<file path="src/rtl/ysyx_23060180_mem_pkg.sv">
// rtl/ysyx_23060180_mem_pkg.sv - shared types and defaults for the IFU/LSU memory arbiter
package ysyx_23060180_mem_pkg;

    localparam int ADDR_W_DEF = 32;
    localparam int DATA_W_DEF = 32;

    typedef enum logic [1:0] {
        IDLE  = 2'd0,
        ISSUE = 2'd1,
        WAIT  = 2'd2,
        RESP  = 2'd3
    } state_t;

    typedef enum logic {
        REQ_IFU = 1'b0,
        REQ_LSU = 1'b1
    } req_id_t;

endpackage

</file>
<file path="src/rtl/ysyx_23060180_mem_arbiter_rr_arb2.sv">
// rtl/ysyx_23060180_mem_arbiter_rr_arb2.sv - two-way round-robin arbiter, bit 0 = IFU, bit 1 = LSU
module ysyx_23060180_rr_arb2
    import ysyx_23060180_mem_pkg::*;
(
    input  logic       clk,
    input  logic       rstn_in,
    input  logic [1:0] req,
    input  logic       accept,
    output logic [1:0] grant
);

    req_id_t last_q;

    // On a tie the requester that did not win last time gets the grant.
    always_comb begin
        grant = 2'b00;
        case (req)
            2'b01:   grant = 2'b01;
            2'b10:   grant = 2'b10;
            2'b11:   grant = (last_q == REQ_LSU) ? 2'b01 : 2'b10;
            default: grant = 2'b00;
        endcase
    end

    always_ff @(posedge clk or negedge rstn_in) begin
        if (!rstn_in) begin
            last_q <= REQ_LSU;
        end else if (accept && (grant != 2'b00)) begin
            last_q <= grant[1] ? REQ_LSU : REQ_IFU;
        end
    end

endmodule

</file>
<file path="src/rtl/ysyx_23060180_mem_arbiter.sv">
// rtl/ysyx_23060180_mem_arbiter.sv - shares one fixed-latency memory port between IFU and LSU
module ysyx_23060180_mem_arbiter
    import ysyx_23060180_mem_pkg::*;
#(
    parameter int ADDR_W  = ADDR_W_DEF,
    parameter int DATA_W  = DATA_W_DEF,
    parameter int MEM_LAT = 1
) (
    input  logic                clk,
    input  logic                rstn_in,
    input  logic                ifu_req_valid,
    output logic                ifu_req_ready,
    input  logic [ADDR_W-1:0]   ifu_req_addr,
    output logic                ifu_resp_valid,
    output logic [DATA_W-1:0]   ifu_resp_data,
    input  logic                lsu_req_valid,
    output logic                lsu_req_ready,
    input  logic [ADDR_W-1:0]   lsu_req_addr,
    input  logic                lsu_req_wen,
    input  logic [DATA_W-1:0]   lsu_req_wdata,
    input  logic [DATA_W/8-1:0] lsu_req_wmask,
    output logic                lsu_resp_valid,
    output logic [DATA_W-1:0]   lsu_resp_data,
    output logic                mem_rd,
    output logic                mem_wr,
    output logic [ADDR_W-1:0]   mem_addr,
    output logic [DATA_W-1:0]   mem_wdata,
    output logic [DATA_W/8-1:0] mem_wmask,
    input  logic [DATA_W-1:0]   mem_rdata
);

    generate
        if (MEM_LAT < 1 || MEM_LAT > 4) begin : g_bad_mem_lat
            $error("ysyx_23060180_mem_arbiter: MEM_LAT must be in 1..4");
        end
    endgenerate

    localparam logic [2:0] LAT_INIT = 3'(MEM_LAT);

    state_t     state_q, state_d;
    req_id_t    owner_q;
    logic       is_store_q;
    logic [2:0] cnt_q;
    logic [1:0] grant;
    logic       accept;
    logic       sel_lsu;
    logic       sel_store;
    logic       last_wait;

    ysyx_23060180_rr_arb2 u_rr_arb2 (
        .clk     (clk),
        .rstn_in (rstn_in),
        .req     ({lsu_req_valid, ifu_req_valid}),
        .accept  (accept),
        .grant   (grant)
    );

    // Ready is only offered in IDLE, so a request raised during RESP waits a cycle.
    assign ifu_req_ready = (state_q == IDLE) && grant[0];
    assign lsu_req_ready = (state_q == IDLE) && grant[1];
    assign accept        = (ifu_req_valid && ifu_req_ready) || (lsu_req_valid && lsu_req_ready);
    assign sel_lsu       = grant[1];
    assign sel_store     = sel_lsu && lsu_req_wen;
    assign last_wait     = (state_q == WAIT) && (cnt_q == 3'd1);

    always_ff @(posedge clk or negedge rstn_in) begin
        if (!rstn_in) begin
            state_q <= IDLE;
        end else begin
            state_q <= state_d;
        end
    end

    always_comb begin
        state_d = state_q;
        case (state_q)
            IDLE:    if (accept) state_d = ISSUE;
            ISSUE:   state_d = WAIT;
            WAIT:    if (cnt_q == 3'd1) state_d = RESP;
            RESP:    state_d = IDLE;
            default: state_d = IDLE;
        endcase
    end

    // Strobes are set on the accepting edge so they are high exactly during ISSUE.
    always_ff @(posedge clk or negedge rstn_in) begin
        if (!rstn_in) begin
            owner_q        <= REQ_LSU;
            is_store_q     <= 1'b0;
            cnt_q          <= 3'd0;
            mem_rd         <= 1'b0;
            mem_wr         <= 1'b0;
            mem_addr       <= '0;
            mem_wdata      <= '0;
            mem_wmask      <= '0;
            ifu_resp_valid <= 1'b0;
            ifu_resp_data  <= '0;
            lsu_resp_valid <= 1'b0;
            lsu_resp_data  <= '0;
        end else begin
            mem_rd         <= 1'b0;
            mem_wr         <= 1'b0;
            ifu_resp_valid <= 1'b0;
            lsu_resp_valid <= 1'b0;

            if (accept) begin
                owner_q    <= sel_lsu ? REQ_LSU : REQ_IFU;
                is_store_q <= sel_store;
                mem_rd     <= !sel_store;
                mem_wr     <= sel_store;
                mem_addr   <= sel_lsu ? lsu_req_addr : ifu_req_addr;
                mem_wdata  <= sel_store ? lsu_req_wdata : '0;
                mem_wmask  <= sel_store ? lsu_req_wmask : '0;
            end

            if (state_q == ISSUE) begin
                cnt_q <= LAT_INIT;
            end else if (state_q == WAIT) begin
                cnt_q <= cnt_q - 3'd1;
            end

            if (last_wait) begin
                if (owner_q == REQ_IFU) begin
                    ifu_resp_valid <= 1'b1;
                    ifu_resp_data  <= mem_rdata;
                end else begin
                    lsu_resp_valid <= 1'b1;
                    lsu_resp_data  <= is_store_q ? '0 : mem_rdata;
                end
            end
        end
    end

endmodule

</file>
<file path="config.mk">
export PLATFORM = sky130hd
export DESIGN_NAME = ysyx_23060180_mem_arbiter
export DESIGN_NICKNAME = d
export VERILOG_FILES = /design/src/rtl/ysyx_23060180_mem_pkg.sv /design/src/rtl/ysyx_23060180_mem_arbiter_rr_arb2.sv /design/src/rtl/ysyx_23060180_mem_arbiter.sv
export SDC_FILE = /design/constraint.sdc
export NUM_CORES = 1
export LEC_CHECK = 0
export ABC_AREA = 0
export CAP_MARGIN = 15
export CORE_UTILIZATION = 45
export DETAILED_ROUTE_END_ITERATION = 10
export DONT_BUFFER_PORTS = 1
export SETUP_SLACK_MARGIN = 0.15
export SLEW_MARGIN = 10
export SYNTH_ARGS = -nofsm -noshare
export SYNTH_HDL_FRONTEND = slang
export SYNTH_SLANG_ARGS = --single-unit
</file>
<file path="constraint.sdc">
create_clock -name clk -period 2.13 [get_ports clk]
set_clock_uncertainty 0.2 [all_clocks]
set_input_delay 0.213 -clock clk [delete_from_list [all_inputs] [get_ports clk]]
set_output_delay 0.213 -clock clk [all_outputs]
set_load 0.03 [all_outputs]
</file>
* Word-level counts from Yosys, hierarchy flattened
Index checks and enable logic that the tools add are counted.
Storage, ports and cells: register bits after elaboration 144, bits of input ports 137, output and inout port bits 138, logic and storage cells 58
Operators by class: add/subtract/negate cells 1, eq/ne operators 9, muxes and demuxes 18, bitwise logic cells 1, reduce and logical (&&, ||, !) cells 15
Operator list (count):
- 2-to-1 mux 32 bit | 3
- == test 2 bit, second input constant | 4
- case mux 2 bit (4 select lines) | 1
- logical AND 1 bit | 7
- 2-to-1 mux 1 bit | 7
- 2-to-1 mux 2 bit | 3
- 2-to-1 mux 3 bit | 2
- case mux 2 bit (3 select lines) | 1
- AND reduction 2 bit | 3
- == test 2 x 1 -> 1 bit, second input constant | 2
- 2-to-1 mux 4 bit | 1
- nonzero test 2 bit | 2
- == test 3 x 1 -> 1 bit, second input constant | 1
- subtractor 3 x 1 -> 3 bit, second input constant | 1
- zero test 2 bit | 1
- != test 2 x 1 -> 1 bit, second input constant | 1
- != test 2 bit, second input constant | 1
- zero test 1 bit | 1
- logical OR 1 bit | 1
- NOT 1 bit | 1

* Depth between registers and ports, before layout
word-level depth 7, gate-level depth with buffers 7, gate-level depth less buffers 5

* Hierarchy
A second synthesis with hierarchy kept.
Unflattened totals: cell total of the unflattened synthesis 447, area total of the unflattened synthesis 6163.4 µm²
Modules (own cells, without submodules):
- ysyx_23060180_mem_arbiter | instances 1, cells an instance 441, area each 6107.1 µm², seq. area each 3579.7 µm²
- ysyx_23060180_rr_arb2 | instances 1, cells an instance 6, area each 56.3 µm², seq. area each 26.3 µm²

* Worst setup path before layout
OpenSTA, ideal clock, no wires.
path type register to register, start point register state_q[0], end point register ifu_resp_data[10], library setup time 0.125 ns, data arrival time 1.541 ns, data required time 1.805 ns, setup slack 0.264 ns, cell stages (with the launch flop) 6, buffers on the path 1, clock period less this slack 1.866 ns, path through dfrtp_1 > inv_1 > ha_1 > nor3b_2 > buf_4 > mux2_2
Between the ends: word-level cells in the longest chain between the ends 3
RTL lines:
- from (decl) | line ysyx_23060180_mem_arbiter.sv:40 | state_t state_q, state_d;
- from (signal assigned) | line ysyx_23060180_mem_arbiter.sv:70 | state_q <= state_d;
- == test 2 bit | line ysyx_23060180_mem_arbiter.sv:64 | assign last_wait = (state_q == WAIT) && (cnt_q == 3'd1);
- logical AND 1 bit | line ysyx_23060180_mem_arbiter.sv:64
- AND reduction 2 bit (no source line)
- to (signal assigned) | line ysyx_23060180_mem_arbiter.sv:125 | ifu_resp_data <= mem_rdata;
- to (decl) | line ysyx_23060180_mem_arbiter.sv:15 | output logic [DATA_W-1:0] ifu_resp_data,
No other way between the ends. A chain may end at the register's enable or synchronous reset.

* Worst setup path after layout
start point register state_q[0], end point register ifu_resp_data[14]
Same word-level chain as after synthesis.

==> tab_implementation.tex <==
\begin{tabular}{lr}
\hline
Metric & Value \\
\hline
\multicolumn{2}{l}{\textbf{Status}} \\
Status & complete, but fails checks \\
Violations in the final reports & negative hold slack \\
\multicolumn{2}{l}{\textbf{Final layout}} \\
ANT cells & 0 \\
Final design utilization & between 60\% and 70\% \\
Fill cell count & slightly above 900 \\
Commonest non-fill, non-tap cells in the layout & sky130\_fd\_sc\_hd\_\_dfrtp\_1 (142), sky130\_fd\_sc\_hd\_\_dlygate4sd3\_1 (136), sky130\_fd\_sc\_hd\_\_a21oi\_1 (67), sky130\_fd\_sc\_hd\_\_nand2\_1 (67), sky130\_fd\_sc\_hd\_\_nor2\_1 (37) \\
Most common library cell in the layout ignoring fill and taps & sky130\_fd\_sc\_hd\_\_dfrtp\_1 \\
Layout cells sized above 1 & between 10\% and 20\% \\
Synth-to-Final Area Change & 38.4\% \\
Number of nets in the layout & 797 \\
\multicolumn{2}{l}{\textbf{Logic synthesis}} \\
Post-synthesis average cell area & 11.3 um\^{}2 \\
Count of different cell masters after synthesis & 31 \\
Share of async-settable or async-resettable flops after synthesis & 100\% \\
Number of synthesized register bits & between 100 and 150 \\
Number of cells produced by synthesis & 511 \\
Sequential-to-total area share from yosys stat & 62.3\% \\
Netlist Area Pre-Place & between 5000 and 6000 um\^{}2 \\
Number of enable-type register cells in the synthesized netlist & 0 \\
Yosys warnings & 0 \\
Post-Synthesis Net Count & between 600 and 700 \\
Main flop type after synthesis & sky130\_fd\_sc\_hd\_\_dfrtp\_1 \\
\multicolumn{2}{l}{\textbf{Timing}} \\
Number of pins exceeding their max-slew limit in the final report & 0 \\
Min Clock Period, post-route & around 1.9 ns \\
Fin crit share & 90.0\% \\
Final hold violation count & $\sim$140 \\
Setup TNS & 0 ns \\
Achievable Freq & $\sim$0.52 GHz \\
Unrepaired setup endpoints after global routing & no \\
Hold\_ws & -0.707 ns \\
Tightest Pin Transition & 0.885 ns \\
Final setup fails & 0 \\
Max-slew headroom at the worst pin & 40.6\% \\
\multicolumn{2}{l}{\textbf{Route}} \\
Vias after detailed routing & 4588 \\
Number of routed nets with antenna violations & 0 \\
Avg WL per Cell & 19.1 um \\
Total iterations of the first detailed-routing run & 6 \\
DRC violation count after routing & 0 \\
Drt initial violations & $\sim$330 \\
Number of vias per cell after detailed routing & about 5.5 \\
Total wire length & approximately 16000 um \\
\multicolumn{2}{l}{\textbf{Pwr}} \\
Worst vdd ir & 954 uV \\
Leakage Power & between 3 and 4 nW \\
Total power divided by cell area & around 1700 nW/um\^{}2 \\
\multicolumn{2}{l}{\textbf{Worst setup path}} \\
Critical Path AT & 2.01 ns \\
Critical R2R Capture & ifu\_resp\_data[14] \\
Biggest fanout along the worst timing path & 8 \\
Cell at the slowest stage of the critical path & sky130\_fd\_sc\_hd\_\_dfrtp\_1 \\
Largest stage delay on the critical path & approximately 0.41 ns \\
Startpoint Class & register \\
CP Data Required Time & roughly 2.2 ns \\
Slack of the worst reg-to-reg path & between 0.2 and 0.25 ns \\
Number of cells on the worst reg-to-reg path & 6 \\
Startpoint of the worst register-to-register path & state\_q[0] \\
Endpoint kind of the worst setup timing path & register \\
Worst setup path category & register to register \\
Ordered list of cells on the worst path & inv\_2 -> ha\_2 -> nor3b\_4 -> buf\_4 -> buf\_6 -> mux2\_2 \\
\multicolumn{2}{l}{\textbf{Clock tree}} \\
Number of buffers inserted during clock tree synthesis & 17 \\
CTS clock-pin slew for the worst setup and hold paths & 0.06 ns \\
Number of sinks on the clock net & approximately 140 \\
TritonCTS clock tree & built \\
CTS max path bufs & 2 \\
Htree depth & 4 \\
Clock insertion delay at the later pin of the skew report & just over 0.4 ns \\
CTS Root Cell & sky130\_fd\_sc\_hd\_\_clkbuf\_16 \\
\multicolumn{2}{l}{\textbf{Floorplan}} \\
Starting density of the core & between 40\% and 50\% \\
Placement row count & 41 \\
Num ports & approximately 280 \\
Width of the chip & 115 um \\
DIE AREA & approximately 13000 um\^{}2 \\
Core Box Area & approximately 13000 um\^{}2 \\
Height of the die & around 120 um \\
\multicolumn{2}{l}{\textbf{GRT}} \\
Remaining global-route overflow & 0 \\
All-Layer GR Usage & between 20\% and 30\% \\
Number of antenna violations at the first check in global routing & 0 \\
Global-route wire length before repair & between 20000 and 25000 um \\
Maximum number of pins on one net before global-route repair & 145 \\
Vias in the first global route & roughly 4.6k \\
\multicolumn{2}{l}{\textbf{Min path}} \\
Tightest Hold Check Type & primary input to asynchronous set/reset pin \\
\multicolumn{2}{l}{\textbf{Place}} \\
Placed wire-length estimate & $\sim$9100 um \\
Number of buffers added on ports & 0 \\
GPL Wtd Cong & roughly 0.75 \\
\multicolumn{2}{l}{\textbf{Run}} \\
Max-cap violations & 0 \\
\hline
\end{tabular}
[report_power, final]
group	total [mW]	internal [mW]	switching, mW
Clock	2.69	1.55	1.14
Combinational	3.08	1.57	1.51
Sequential	7.59	4.04	3.55
[registers in the layout, indices dropped and copies added, names as in the netlist]
name	flops
cnt_q	3
ifu_resp_data	32
ifu_resp_valid	1
is_store_q	1
lsu_resp_data	32
lsu_resp_valid	1
mem_addr	32
mem_rd	1
mem_wdata	32
mem_wmask	4
mem_wr	1
owner_q	1
state_q	2
u_rr_arb2.last_q	1
[area by class of cell]
| type | instances | area, um^2 | share of cell area (%) |
|---|---|---|---|
| clock buffers | 20 | 457 | 5.70 |
| clock inverters | 12 | 85.1 | 1.06 |
| inverters | 6 | 22.5 | 0.281 |
| multi-input cells | 329 | 2050 | 25.6 |
| flip-flops and latches | 144 | 3610 | 45.0 |
| well taps | 172 | 215 | 2.68 |
| repair buffers | 156 | 1580 | 19.7 |
[worst max-delay path, delay by kind of cell (launching register included)]
family | cells | cell delay, ns
simple gates | 1 | 0.20
mux | 1 | 0.34
flops | 1 | 0.41
fa+ha+maj | 1 | 0.22
buf+inv | 3 | 0.44
[metrics by stage]
stage | cells | cell area, um^2 | power [mW] | hold slack (ns) | worst slack, ns
3_5_place_dp | 658 | 5970 | 10.2 | -0.280 | 0.0446
5_1_grt | 839 | 8020 | 14.0 | -0.740 | 0.138
6_report | 839 | 8020 | 13.4 | -0.707 | 0.214
2_1_floorplan | 511 | 5790 | 9.36 | -0.283 | 0.264
3_3_place_gp | 658 | 5970 | 10.1 | -0.279 | 0.104
4_1_cts | 833 | 7940 | 13.3 | -0.729 | 0.189
[synthesized netlist by cell type (2+ instances only)]
library cell                 n  area (um^2)
sky130_fd_sc_hd__dfrtp_1   142         3550
sky130_fd_sc_hd__a21oi_1    67          335
sky130_fd_sc_hd__nand2_1    67          251
sky130_fd_sc_hd__nor2_1     37          139
sky130_fd_sc_hd__a22o_1     36          315
sky130_fd_sc_hd__mux2_2     33          372
sky130_fd_sc_hd__nand2b_1   33          206
sky130_fd_sc_hd__o21ai_0    32          160
sky130_fd_sc_hd__clkbuf_1   18         67.6
sky130_fd_sc_hd__buf_2       9         45.0
sky130_fd_sc_hd__ha_1        6         75.1
sky130_fd_sc_hd__inv_1       6         22.5
sky130_fd_sc_hd__buf_4       4         30.0
sky130_fd_sc_hd__a21o_1      2         15.0
sky130_fd_sc_hd__buf_6       2         22.5
sky130_fd_sc_hd__dfstp_2     2         52.6
[what timing repair did]
action | in CTS | in global routing
hold buffers | 136 | 1
hold endpoints to repair | 280 | 145
pin swaps | 2 | 0
endpoints found under the setup margin | 39 | 33
resized for setup | 4 | 2
buffers inserted | 5 | 4
gates cloned | 2 | 2
[cell families (layout without fill, tap and decap cells)]
kind of cell	count (synthesis)	after routing	share of synthesized area (%)
muxes	34	34	6.61
and+or+nand+nor	142	142	11.0
adders and majority gates	6	6	1.30
buffers and inverters	40	194	3.31
DFF	144	144	62.3
AOI/OAI and AO/OA	145	147	15.5
[how the worst max path moves through the flow]
| stage | startpoint | to | cells after the start |
|---|---|---|---|
| detailed placement | u_rr_arb2.last_q | mem_wdata[18] | 4 |
| floorplan | state_q[0] | ifu_resp_data[10] | 5 |
| CTS | state_q[1] | ifu_req_ready | 5 |
| finish | state_q[0] | ifu_resp_data[14] | 6 |
| global route | cnt_q[1] | ifu_resp_data[0] | 7 |
| global placement | u_rr_arb2.last_q | mem_wdata[2] | 4 |
[per-layer routing]
| metal | track usage (%) | part of all wire, % | vias to the layer above | wire, um |
|---|---|---|---|---|
| li1 | - | - | 2033 | - |
| met1 | 26.7 | 38 | 2239 | 6040 |
| met2 | 39.2 | 50 | 277 | 7940 |
| met3 | 8.32 | 9.8 | 39 | 1570 |
| met4 | 11.9 | 2.8 | 0 | 452 |
| met5 | 0 | 0 | - | 0 |
No activity file was read; power rests on OpenSTA's default activity.
